## src/rtl/tlc_pkg.sv

```systemverilog
// Shared state encodings and lamp patterns for the traffic-light controller.
package tlc_pkg;

  // PHASE output carries these encodings directly
  typedef enum logic [2:0] {
    ST_HG  = 3'd0,
    ST_HY  = 3'd1,
    ST_AR1 = 3'd2,
    ST_LG  = 3'd3,
    ST_LY  = 3'd4,
    ST_AR2 = 3'd5,
    ST_FL  = 3'd6
  } tlc_state_e;

  // Lamp bundles are {R,Y,G}
  localparam logic [2:0] LAMP_R   = 3'b100;
  localparam logic [2:0] LAMP_Y   = 3'b010;
  localparam logic [2:0] LAMP_G   = 3'b001;
  localparam logic [2:0] LAMP_OFF = 3'b000;

endpackage

```

## src/rtl/tlc_tick_gen.sv

```systemverilog
// Timing-tick prescaler: TICK is high for one CLK every CLK_DIV cycles.
module tlc_tick_gen #(
  parameter int unsigned CLK_DIV = 100000000
) (
  input  logic CLK,
  input  logic RST_N,
  output logic TICK
);

  localparam int unsigned DIV_W = (CLK_DIV > 1) ? $clog2(CLK_DIV) : 1;
  localparam logic [DIV_W-1:0] DIV_LAST = DIV_W'(CLK_DIV - 1);

  logic [DIV_W-1:0] r_div;

  // Free-running divider counting 0..CLK_DIV-1
  always_ff @(posedge CLK or negedge RST_N) begin
    if (!RST_N)                r_div <= '0;
    else if (r_div == DIV_LAST) r_div <= '0;
    else                        r_div <= r_div + DIV_W'(1);
  end

  assign TICK = (r_div == DIV_LAST);

endmodule

```

## src/rtl/tlc_param_ctrl.sv

```systemverilog
// Parametrised two-road traffic-light controller with pedestrian WALK
// and flash mode; all sequencing advances on the prescaled tick.
module tlc_param_ctrl
  import tlc_pkg::*;
#(
  parameter int unsigned CLK_DIV  = 100000000,
  parameter int unsigned CNT_W    = 8,
  parameter int unsigned T_HG_MIN = 5,
  parameter int unsigned T_Y      = 3,
  parameter int unsigned T_AR     = 1,
  parameter int unsigned T_LG_MIN = 2,
  parameter int unsigned T_LG_MAX = 5,
  parameter int unsigned T_WALK   = 4
) (
  input  logic       CLK,
  input  logic       RST_N,
  input  logic       LTV,
  input  logic       PED_REQ,
  input  logic       FLASH,
  output logic [2:0] H,
  output logic [2:0] L,
  output logic       WALK,
  output logic [2:0] PHASE,
  output logic       TICK
);

  // Timer values seen on the tick that ends each timed phase
  localparam logic [CNT_W-1:0] HG_LAST    = CNT_W'(T_HG_MIN - 1);
  localparam logic [CNT_W-1:0] Y_LAST     = CNT_W'(T_Y - 1);
  localparam logic [CNT_W-1:0] AR_LAST    = CNT_W'(T_AR - 1);
  localparam logic [CNT_W-1:0] LGMIN_LAST = CNT_W'(T_LG_MIN - 1);
  localparam logic [CNT_W-1:0] LGMAX_LAST = CNT_W'(T_LG_MAX - 1);
  localparam logic [CNT_W-1:0] WALK_LAST  = CNT_W'(T_WALK - 1);
  localparam logic [CNT_W-1:0] WALK_LEN   = CNT_W'(T_WALK);
  localparam logic [CNT_W-1:0] TMR_MAX    = '1;

  logic             w_tick;
  tlc_state_e       r_state, w_state_nxt;
  logic [CNT_W-1:0] r_timer;
  logic             r_ped_pend, r_ped_served;
  logic             r_blink, w_blink_nxt;
  logic [2:0]       r_h, r_l, w_h_nxt, w_l_nxt;
  logic             w_walk, w_walk_done, w_lg_entry;

  tlc_tick_gen #(.CLK_DIV(CLK_DIV)) u_tick (
    .CLK   (CLK),
    .RST_N (RST_N),
    .TICK  (w_tick)
  );

  // WALK covers the first T_WALK ticks of a local green that served a request;
  // the walk interval is complete on the tick where its last tick elapses.
  assign w_walk      = (r_state == ST_LG) && r_ped_served && (r_timer < WALK_LEN);
  assign w_walk_done = !r_ped_served || (r_timer >= WALK_LAST);
  assign w_lg_entry  = w_tick && (w_state_nxt == ST_LG) && (r_state != ST_LG);

  // Next-state, blink phase and lamp decode; flash request overrides everything
  always_comb begin
    w_state_nxt = r_state;
    w_blink_nxt = r_blink;
    w_h_nxt     = r_h;
    w_l_nxt     = r_l;
    if (w_tick) begin
      if (FLASH && (r_state != ST_FL)) begin
        w_state_nxt = ST_FL;
      end else begin
        case (r_state)
          ST_HG:  if ((r_timer >= HG_LAST) && (LTV || r_ped_pend)) w_state_nxt = ST_HY;
          ST_HY:  if (r_timer >= Y_LAST)  w_state_nxt = ST_AR1;
          ST_AR1: if (r_timer >= AR_LAST) w_state_nxt = ST_LG;
          ST_LG:  if ((r_timer >= LGMAX_LAST) ||
                      ((r_timer >= LGMIN_LAST) && !LTV && w_walk_done))
                    w_state_nxt = ST_LY;
          ST_LY:  if (r_timer >= Y_LAST)  w_state_nxt = ST_AR2;
          ST_AR2: if (r_timer >= AR_LAST) w_state_nxt = ST_HG;
          ST_FL:  if (!FLASH)             w_state_nxt = ST_AR2;
          default:                        w_state_nxt = ST_HG;
        endcase
      end
      if (w_state_nxt == ST_FL)
        w_blink_nxt = (r_state == ST_FL) ? ~r_blink : 1'b1;
      case (w_state_nxt)
        ST_HG:   begin w_h_nxt = LAMP_G; w_l_nxt = LAMP_R; end
        ST_HY:   begin w_h_nxt = LAMP_Y; w_l_nxt = LAMP_R; end
        ST_LG:   begin w_h_nxt = LAMP_R; w_l_nxt = LAMP_G; end
        ST_LY:   begin w_h_nxt = LAMP_R; w_l_nxt = LAMP_Y; end
        ST_FL:   begin
          w_h_nxt = w_blink_nxt ? LAMP_Y : LAMP_OFF;
          w_l_nxt = w_blink_nxt ? LAMP_R : LAMP_OFF;
        end
        default: begin w_h_nxt = LAMP_R; w_l_nxt = LAMP_R; end
      endcase
    end
  end

  // State register and phase timer (restarts on every transition, saturates)
  always_ff @(posedge CLK or negedge RST_N) begin
    if (!RST_N) begin
      r_state <= ST_HG;
      r_timer <= '0;
    end else if (w_tick) begin
      r_state <= w_state_nxt;
      if (w_state_nxt != r_state) r_timer <= '0;
      else if (r_timer != TMR_MAX) r_timer <= r_timer + CNT_W'(1);
    end
  end

  // Registered lamp outputs and flash blink phase
  always_ff @(posedge CLK or negedge RST_N) begin
    if (!RST_N) begin
      r_h     <= LAMP_G;
      r_l     <= LAMP_R;
      r_blink <= 1'b0;
    end else begin
      r_h     <= w_h_nxt;
      r_l     <= w_l_nxt;
      r_blink <= w_blink_nxt;
    end
  end

  // Pedestrian latch; a press coinciding with LG entry is served by that LG
  always_ff @(posedge CLK or negedge RST_N) begin
    if (!RST_N) begin
      r_ped_pend   <= 1'b0;
      r_ped_served <= 1'b0;
    end else if (w_lg_entry) begin
      r_ped_pend   <= 1'b0;
      r_ped_served <= r_ped_pend | PED_REQ;
    end else if (PED_REQ) begin
      r_ped_pend   <= 1'b1;
    end
  end

  assign H     = r_h;
  assign L     = r_l;
  assign WALK  = w_walk;
  assign PHASE = r_state;
  assign TICK  = w_tick;

endmodule

```

## config.mk

```make
export PLATFORM = sky130hd
export DESIGN_NAME = tlc_param_ctrl
export DESIGN_NICKNAME = d
export VERILOG_FILES = /design/src/rtl/tlc_pkg.sv /design/src/rtl/tlc_tick_gen.sv /design/src/rtl/tlc_param_ctrl.sv
export SDC_FILE = /design/constraint.sdc
export NUM_CORES = 1
export LEC_CHECK = 0
export BUFFER_PORTS_ARGS = -buffer_cell sky130_fd_sc_hd__clkbuf_2
export CORE_AREA = 10 10 96 73
export CTS_BUF_LIST = sky130_fd_sc_hd__clkbuf_8 sky130_fd_sc_hd__clkbuf_16
export DETAILED_ROUTE_END_ITERATION = 10
export DIE_AREA = 0 0 106 83
export PLACE_DENSITY_LB_ADDON = 0.1
export SLEW_MARGIN = 20
export SYNTH_ARGS = -nofsm -noshare
export SYNTH_HDL_FRONTEND = slang
export SYNTH_SLANG_ARGS = --single-unit
```

## constraint.sdc

```tcl
create_clock -name CLK -period 5.9 [get_ports CLK]
set_clock_uncertainty 0.1 [all_clocks]
set_input_delay 0.295 -clock CLK [delete_from_list [all_inputs] [get_ports CLK]]
set_output_delay 0.295 -clock CLK [all_outputs]
set_load 0.01 [all_outputs]
```

==> flow_summary.yaml <==
flow_run:
  max_cap_violations: 0
power:
  seq_power_share_pct: 55.4
  power-per-cell-area_nw_per_um2: 209
  power_switching_share_pct: 21.3
  combPwrFrac_pct: 3.5
  internal-power_w: 0.000468
  peakVddDrop_v: 0.000168
  switchingPower_w: 0.000126
  leakagePower_nw: 1.26
  clkPwrFrac_pct: 41.1
grt:
  use_met1_pct: 20.7
  grt_busiest_layer: "met1"
  grt_pass1_vias: 1959
  grt.total_usage_pct: 13.0
  use_met3_pct: 3.47
  grt_overflow: 0
  grt_max_degree: 48
  grt.met2_usage_pct: 16.7
  antenna_found_initial: 0
  grt_pass1_wl_mm: 9.72
die:
  die_x_um: 106
  io_pins: 16
  design.core.area_um2: 5120
  rows: 22
  chipHeight_um: 83
  initial_core_util_pct: 50.5
  dieArea_um2: 8800
clock_network:
  clk_latency_ns: 0.29
  cts_setup_buffers: 0
  cts.clk_slew.worst_paths_ns: 0.09
  cts_tree: "built"
  numCtsBuffers: 5
  clockBufferDepth: 2
  cts.sinks: 47
  root_buffer: "clkbuf_8"
  htree_levels: 2
  cts_hold_buf: 0
  ctsResizeCount: 0
yosys:
  synth_async_sr_flop_share_pct: 100
  synth.area.mux_share_pct: 2.37
  synth_most_common_cell: "dfrtp_1"
  synth-edff-count: 0
  yosys_warnings: 0
  netlist.area_leader.share_pct: 43.5
  synth-compound-area-share_pct: 10.9
  synthTopCellsByArea: "dfrtp_1 (44%), nor2_1 (4.5%), nand2_1 (4.1%)"
  netlist_area_um2: 2590
  ys_seq_elements: 47
  syn_nets: 284
  synth_common_cells: "dfrtp_1 (45), nor2_1 (31), nand2_1 (28)"
  synth_top_cell_by_area: "dfrtp_1"
  synth_xor_area_share_pct: 7.79
  ys_seq_area_share_pct: 45.6
  syn_inst: 274
  syn_avg_cell_area_um2: 9.44
  post_synth_num_cell_types: 49
  synth_adder_area_share_pct: 2.42
  dominantRegCellSynth: "dfrtp_1"
  synthSimpleGateAreaFrac_pct: 27.8
  synth_top_family_by_area: "simple AND/OR/NAND/NOR gates"
route:
  dr.pass1.iters: 4
  viasPerCell: 5.59
  routedWlPerCell_um: 15.6
  dr.first_iter.drc_count: 138
  vias: 2018
  drc_errors: 0
  postRouteAntennaNets: 0
  wirelength_mm: 5.63
status:
  failed_checks: "hold timing"
  status: "finished, violations left"
sta:
  setup_slack_ns: 3.10
  slew_headroom_pct: 61.1
  setup_viol: 0
  drv_slew: 0
  min_period_over_period_pct: 47.5
  period_needed_ns: 2.80
  final_hold_viol_count: 25
  fmax_mhz: 357
  fin_setup_tns_ns: 0
  worstMarginPinSlew_ns: 0.584
  fin_hold_ws_ns: -0.0189
  rsz0062_at_grt: "no"
setup_path:
  crit_family: "simple AND/OR/NAND/NOR gates"
  cpPeakStageDelay_ns: 0.74
  critical_path_peak_fanout: 15
  cp.arrival_ns: 2.41
  critical_path_buf_inv_count: 2
  path_cells: "ha_1, nand4_4, or4_1, inv_2, clkbuf_2"
  critPathLaunchType: "flip-flop"
  required_ns: 5.51
  end_kind: "output pin"
  slowest_stage: "or4_1"
  path_class: "reg -> out"
  rrSetupSlack_ns: 3.47
placed_design:
  dp_hpwl_mm: 4.00
  port_buffers: 15
  dp_slack_ns: 3.39
  dp_cells: 353
  place_congestion: 0.853
finish:
  final_core_util_pct: 55.5
  final_layout_size_suffix_gt1_share_pct: 14.9
  fin_nets: 298
  n_antenna_cell: 0
  areaGrowthSynthToFinish_pct: 9.91
  fin_cells: 361
hold_path:
  min_path_type: "in -> async"
## sequential cells by signal, indices dropped and copies added (netlist names)
register      count
r_ped_served      1
r_timer           8
r_blink           1
r_ped_pend        1
PHASE             3
L                 3
u_tick.r_div     27
H                 3
## cells by family after synthesis
kind of cell	after synthesis
DFF	47
AOI/OAI and AO/OA	42
xor gates and xnor gates	23
adders and majority gates	5
and+or+nand+nor	132
buffers and inverters	19
muxes	6
## layout make-up
| class | instances | area (µm²) |
|---|---|---|
| Clock buffer | 6 | 82.6 |
| Clock inverter | 2 | 35.0 |
| Fill cell | 499 | 2280 |
| Inverter | 9 | 33.8 |
| Multi-Input combinational cell | 208 | 1330 |
| Sequential cell | 47 | 1180 |
| Tap cell | 72 | 90.1 |
| Timing Repair Buffer | 17 | 90.1 |
## cells in the final DEF, fill, tap and decap left out, drive strengths merged, types with 2 or more instances in the layout
cell type   n
dfrtp      45
a31oi       4
o31ai       2
nor3        8
nand3      16
o211ai      3
and4        3
nand2b      2
inv         9
dfstp       2
xor2       12
buf         2
nand4       8
and3       14
and2        3
xnor2      11
clkbuf     21
mux2i       5
a21oi      13
or4         4
nor4        7
o21ai       7
nor2       31
o21a        3
nor2b       5
ha          5
a21o        3
nand2      28
## through the flow
step	hold WS (ns)	total power (W)	cell area [µm²]
after floorplan	-0.101	0.000344	2590
after global placement	0.330	0.000357	2730
after detailed placement	0.332	0.000357	2730
after CTS	0.0119	0.000603	2840
after global routing	0.0269	0.000619	2840
final	-0.0189	0.000594	2840
## routing by layer
metal | up-vias | wire length [µm]
li1 | 1001 | -
met1 | 962 | 3050
met2 | 53 | 2200
met3 | 2 | 359
met4 | 0 | 18
met5 | - | 0
## worst reg2reg max path, stage by stage, from the launching register on
cell and delay [ns]:
dfrtp_1 0.43, ha_1 0.32, nand4_4 0.13, or4_1 0.76, nor4_4 0.39, mux2i_1 0.22
## final timing paths
check	to	cells past startpoint	start
worst min-delay path	u_tick.r_div[3]$_DFF_PN0_	2	RST_N
worst max-delay path	TICK	5	u_tick.r_div[0]$_DFF_PN0_
min in group CLK	r_ped_pend$_DFFE_PN0P_	3	PED_REQ
worst min register to register	H[0]$_DFFE_PN1P_	2	H[0]$_DFFE_PN1P_
max in group asynchronous	H[2]$_DFFE_PN0P_	2	RST_N
worst max register to register	r_ped_served$_DFFE_PN0P_	5	u_tick.r_div[0]$_DFF_PN0_
## power groups by stage
stage               Clock [W]  Sequential, W  Combinational [W]
floorplan                   0       0.000333          0.0000109
finish               0.000244       0.000329          0.0000208
detailed placement          0       0.000335          0.0000217
global route         0.000265       0.000330          0.0000240
CTS                  0.000253       0.000329          0.0000216
global placement            0       0.000335          0.0000215
Note: power is estimated with default switching activity, not from simulation.
